<file path="config.mk">
export PLATFORM = sky130hd
export DESIGN_NAME = mul_seq_ctrl_flat
export DESIGN_NICKNAME = d
export VERILOG_FILES = /design/src/rtl/mul_seq_ctrl_if.sv /design/src/rtl/mul_seq_ctrl.sv /design/src/flat_wrapper.sv
export SDC_FILE = /design/constraint.sdc
export NUM_CORES = 1
export LEC_CHECK = 0
export CORE_MARGIN = 2
export CORE_UTILIZATION = 60
export CTS_CLUSTER_DIAMETER = 120
export DETAILED_ROUTE_END_ITERATION = 10
export DONT_BUFFER_PORTS = 1
export GPL_TIMING_DRIVEN = 1
export PLACE_DENSITY = 0.82
export SLEW_MARGIN = 30
export SYNTH_ARGS = -nofsm -noshare
export SYNTH_HDL_FRONTEND = slang
export SYNTH_SLANG_ARGS = --single-unit
</file>
<file path="constraint.sdc">
create_clock -name clk -period 3.5 [get_ports clk]
set_input_delay 0.175 -clock clk [delete_from_list [all_inputs] [get_ports clk]]
set_output_delay 0.175 -clock clk [all_outputs]
set_load 0.01 [all_outputs]
</file>
<file path="src/rtl/mul_seq_ctrl_if.sv">
// Start/done handshake bundle between the decode/execute stage and the
// sequential multiply controller.
interface mul_seq_ctrl_if #(
   parameter int WIDTH = 32
);
   logic             start;
   logic             signed_i;
   logic [WIDTH-1:0] a_i;
   logic [WIDTH-1:0] b_i;
   logic             busy;
   logic             done;
   logic [WIDTH-1:0] high_o;
   logic [WIDTH-1:0] low_o;

   modport master (
      output start, signed_i, a_i, b_i,
      input  busy, done, high_o, low_o
   );

   modport slave (
      input  start, signed_i, a_i, b_i,
      output busy, done, high_o, low_o
   );
endinterface

</file>
<file path="src/rtl/mul_seq_ctrl.sv">
// Shift-and-add multiplier controller: WIDTH iterations over the multiplier
// bits (MSB first), with sign-magnitude correction for signed operands.
module mul_seq_ctrl #(
   parameter int WIDTH = 32
) (
   input  logic          clk,
   input  logic          rst_n,
   mul_seq_ctrl_if.slave bus
);
   localparam int CNT_W = (WIDTH > 1) ? $clog2(WIDTH) : 1;

   localparam logic [1:0] S_IDLE   = 2'd0;
   localparam logic [1:0] S_RUN    = 2'd1;
   localparam logic [1:0] S_FINISH = 2'd2;

   logic [1:0]         state;
   logic [CNT_W-1:0]   cnt;
   logic [WIDTH-1:0]   mag_a;
   logic [WIDTH-1:0]   mag_b;
   logic               neg;
   logic [2*WIDTH-1:0] acc;
   logic [2*WIDTH-1:0] acc_shift;
   logic [2*WIDTH-1:0] acc_next;
   logic               busy_r;
   logic               done_r;
   logic [WIDTH-1:0]   high_r;
   logic [WIDTH-1:0]   low_r;

   // The most negative value maps to itself, which is its correct unsigned magnitude.
   function automatic logic [WIDTH-1:0] magnitude(input logic signed [WIDTH-1:0] v);
      logic signed [WIDTH-1:0] n;
      n = -v;
      magnitude = v[WIDTH-1] ? $unsigned(n) : $unsigned(v);
   endfunction

   function automatic logic [2*WIDTH-1:0] apply_sign(input logic [2*WIDTH-1:0] p,
                                                     input logic             is_neg);
      apply_sign = is_neg ? -p : p;
   endfunction

   always_comb begin
      acc_shift = {acc[2*WIDTH-2:0], 1'b0};
      acc_next  = acc_shift;
      if (mag_b[cnt])
         acc_next = acc_shift + {{WIDTH{1'b0}}, mag_a};
   end

   always_ff @(posedge clk or negedge rst_n) begin
      if (!rst_n) begin
         state  <= S_IDLE;
         cnt    <= '0;
         mag_a  <= '0;
         mag_b  <= '0;
         neg    <= 1'b0;
         acc    <= '0;
         busy_r <= 1'b0;
         done_r <= 1'b0;
         high_r <= '0;
         low_r  <= '0;
      end else begin
         done_r <= 1'b0;
         case (state)
            S_IDLE: begin
               if (bus.start) begin
                  mag_a  <= bus.signed_i ? magnitude(bus.a_i) : bus.a_i;
                  mag_b  <= bus.signed_i ? magnitude(bus.b_i) : bus.b_i;
                  neg    <= bus.signed_i & (bus.a_i[WIDTH-1] ^ bus.b_i[WIDTH-1]);
                  acc    <= '0;
                  cnt    <= CNT_W'(WIDTH - 1);
                  busy_r <= 1'b1;
                  state  <= S_RUN;
               end
            end
            S_RUN: begin
               acc <= acc_next;
               // Hold the counter at 0 on the last iteration instead of wrapping.
               if (cnt == '0)
                  state <= S_FINISH;
               else
                  cnt <= cnt - CNT_W'(1);
            end
            S_FINISH: begin
               {high_r, low_r} <= apply_sign(acc, neg);
               done_r          <= 1'b1;
               busy_r          <= 1'b0;
               state           <= S_IDLE;
            end
            default: state <= S_IDLE;
         endcase
      end
   end

   assign bus.busy   = busy_r;
   assign bus.done   = done_r;
   assign bus.high_o = high_r;
   assign bus.low_o  = low_r;
endmodule

</file>
<file path="src/flat_wrapper.sv">
// flat-port wrapper written by rule: the top's interface ports become plain ports
module mul_seq_ctrl_flat 
#(
   parameter int WIDTH = 32
)
  (clk, rst_n, bus_start, bus_signed_i, bus_a_i, bus_b_i, bus_busy, bus_done, bus_high_o, bus_low_o);
  mul_seq_ctrl_if #(.WIDTH(WIDTH)) bus_i ();
  input  logic clk;
  input  logic rst_n;
  input wire logic [$bits(bus_i.start)-1:0] bus_start;
  input wire logic [$bits(bus_i.signed_i)-1:0] bus_signed_i;
  input wire logic [$bits(bus_i.a_i)-1:0] bus_a_i;
  input wire logic [$bits(bus_i.b_i)-1:0] bus_b_i;
  output wire logic [$bits(bus_i.busy)-1:0] bus_busy;
  output wire logic [$bits(bus_i.done)-1:0] bus_done;
  output wire logic [$bits(bus_i.high_o)-1:0] bus_high_o;
  output wire logic [$bits(bus_i.low_o)-1:0] bus_low_o;
  assign bus_i.start = bus_start;
  assign bus_i.signed_i = bus_signed_i;
  assign bus_i.a_i = bus_a_i;
  assign bus_i.b_i = bus_b_i;
  assign bus_busy = bus_i.busy;
  assign bus_done = bus_i.done;
  assign bus_high_o = bus_i.high_o;
  assign bus_low_o = bus_i.low_o;
  mul_seq_ctrl #(.WIDTH(WIDTH)) u_core (.clk(clk), .rst_n(rst_n), .bus(bus_i));
endmodule
</file>
==> impl_results.md <==
- Syn Inst Count: between 1500 and 2000
- NumNets Final: about 1700
- DRC Markers: 0
- Yosys cell types: between 70 and 80
- Clk root buf: clkbuf_16
- Reg2Reg Depth: 12
- CTS Sinks: roughly 200
- Hold buffers post-CTS: between 70 and 80
- R2R setup slack: between 200 and 250 ps
- Largest net degree at the start of global routing: roughly 200
- Clock Path Buffers: 3
- CP Launch Type: register
- Die Y: 151 µm
- Pwr/cell area: around 890 nW/µm²
- Post-Syn Area: 13000 µm²
- Hold_ws: -644 ps
- R2R Path End: u_core.acc[49]
- Max Freq: 0.307 GHz
- ANT cells: 0
- Share of flip-flops with an asynchronous set or reset: between 90% and 100%
- Worst Tran Pin Value: between 900 and 1000 ps
- Die area: between 20000 and 25000 µm²
- Total GRT Usage: a little under a third
- Fillers: about 1600
- Sequential cell area fraction in the yosys report: between 30 and 40%
- Lkg Pwr: about 0.0063 µW
- First-pass GRT wire length: between 50000 and 60000 µm
- Post-DP Area: 13300 µm²
- Post-route ant nets: 0
- Clk pin slew, worst setup/hold paths: approximately 70 ps
- Final setup vio count: 0
- Fin crit share: roughly 93%
- Fin area: between 10000 and 15000 µm²
- Clk_lat worst skew: approximately 520 ps
- Post-DP HPWL: 23100 µm
- Final Max Tran Viols: 0
- Critical path class: reg2reg
- Drt first pass iters: 6
- Normalized max-slew margin: between 30% and 40%
- VDD IR max: ~530 µV
- Site Rows: 53
- Iteration-0 DRC count of the detailed router: about 1100
- Crit end category: register
- Initial Utilization: 61.6%
- Post-CTS setup buffers: 0
- Setup TNS: 0 ps
- Routed wire length: ~34000 µm
- Port Buffers: 0
- Post-Syn Nets: 1627
- R2R Path Start: u_core.acc[0]
- Hold Path Class: in2async
- Synthesis Warnings: 0
- Clk_skew: approximately 12 ps
- Worst EP arrival: roughly 3600 ps
- Failing checks: hold timing
- Layout cell share with drive strength beyond 1: 7.98%
- Grt ovf: 0
- Die X-Extent: about 150 µm
- Ys flop type: dfrtp_1
- Boundary Pins: about 130
- Vias in the first global route: around 11000
- Max_cap viols: 0
- Crit-path max FO: 16
- RePlAce Congestion: between 0.9 and 1
- Initial antenna violation count: 0
- Status: finished, violations left
- Sequential Area: just over 5000 µm²
- TritonCTS clock tree: built
- Flip-flop and latch count after synthesis: about 200
- RSZ-0062 raised after global routing: no
- Most common cell after layout, fill and taps aside: nand2_1
- CTS HTree Levels: 1
- Core Area: 21200 µm²
- Area grow syn2layout: 14.6%
- Fin. Hold Viols: a little over 200
- Post-synth EDFFs: 0
- Tmin final: between 3000 and 4000 ps
- Via count: between 10000 and 15000
- CP required: approximately 3900 ps
- Area of the multi-input gates: 7510 µm²
- Commonest non-fill, non-tap cells in the layout: 260 x nand2_1, 230 x o21ai_0, 201 x dfrtp_1
- CTS Buf Count: 23
- DR vias/cell: ~6.3
- Avg Cell Area, Syn: 8.57 µm²
- Wirelength per Cell: between 15 and 20 µm
==> cell usage after synthesis, types with 6 or more instances <==
master     instances  area share (%)
inv_1             28            0.81
o21ai_0          230             8.8
o211ai_1           9            0.52
and3_1             7            0.34
clkbuf_1          98             2.8
or2_2              6            0.29
a211oi_1          14            0.81
ha_1              36             3.5
or4_1             17            0.98
a21oi_1           71             2.7
o21ai_1            8            0.31
and2_1            10            0.48
o31ai_1           29             1.7
or3_1             16            0.77
dfrtp_1          202              39
o41ai_1           13            0.87
a2111oi_0          7            0.47
mux2i_1           11            0.84
nand3_1           32             1.2
a22oi_1           10            0.58
a31oi_1            6            0.29
a21o_1            13            0.75
buf_2              6            0.23
mux4_2             9             1.6
nand2b_1          13            0.62
nor2_1            58             1.7
nand2_1          261             7.5
nor3_1            15            0.58
xnor2_1           70             4.7
nand4_1           24             1.2
nor4_1            13            0.62
xor2_1           104             7.0
o21bai_1           6            0.35
==> through the flow <==
stage	setup WS (ps)	hold slack (ps)	utilization, %	instances	total power [µW]
global route	2.45	-656	70.6	1842	14200
finish	246	-644	70.6	1842	13200
detailed placement	50.6	-113	62.7	1723	10200
floorplan	396	-121	-	1522	8620
CTS	18.8	-659	70.3	1841	13000
global placement	196	-113	62.6	1723	10000
==> layout make-up <==
type                            count  area share (%)
Tap cell                          275            2.30
Inverter                           28           0.704
Multi-Input combinational cell   1181            50.3
Clock inverter                     14            1.44
Clock buffer                       28            4.25
Timing Repair Buffer              114            7.14
Sequential cell                   202            33.9
==> metal layers <==
layer,global-route usage [%],vias up,share of wire (%)
met5,0,-,0
met4,8.36,0,2.1
met3,5.12,71,8.8
met2,48.3,563,46
met1,42.8,5470,43
li1,-,5466,-
==> sequential cells by signal, summed over array words and instances, names as in the netlist <==
signal / flops
u_core.acc: 64
u_core.bus.high_o: 32
u_core.bus.low_o: 32
u_core.mag_a: 32
u_core.mag_b: 32
u_core.cnt: 5
u_core.state: 2
u_core.bus.busy: 1
u_core.bus.done: 1
u_core.neg: 1
==> worst max-delay path, cell delays in order, from the launching register on <==
cell and delay, ps:
dfrtp_1 360, ha_1 200, inv_1 70, fa_1 380, nand2b_1 190, a21oi_1 190, o211ai_1 210, a2111oi_4 430
o2111ai_1 160, buf_4 240, a2111oi_2 430, xnor2_1 160, o21ai_0 100
==> cells by family (layout without fill, tap and decap cells) <==
| family | after synthesis | count (layout) | share of synthesized area [%] |
|---|---|---|---|
| AOI/OAI and AO/OA | 446 | 446 | 20.4 |
| muxes | 20 | 20 | 2.40 |
| xor gates and xnor gates | 174 | 174 | 11.7 |
| DFF | 202 | 202 | 38.8 |
| adders and majority gates | 37 | 37 | 3.61 |
| buffers and inverters | 139 | 184 | 4.18 |
| and+or+nand+nor | 504 | 504 | 18.9 |
==> how the worst max path moves through the flow <==
stage / startpoint / end
after floorplan: u_core.acc[0] / u_core.acc[53]
after global placement: u_core.acc[0] / u_core.acc[49]
after detailed placement: u_core.acc[0] / u_core.acc[49]
after CTS: u_core.acc[0] / u_core.acc[49]
after global routing: u_core.acc[9] / u_core.bus.high_o[24]
final: u_core.acc[0] / u_core.acc[49]
==> what timing repair did <==
action / 4_1_cts / 5_1_grt
gates resized for setup: 0 / 11
hold endpoints to repair: 267 / 202
setup endpoints to repair: 0 / 7
==> where the power goes <==
part / leakage [µW] / switching, µW / internal, µW
sequential: 0.00249 / 981 / 3080
combinational: 0.00338 / 3830 / 2650
clock: 0.000402 / 1020 / 1670
(Power assumes the default switching activity.)
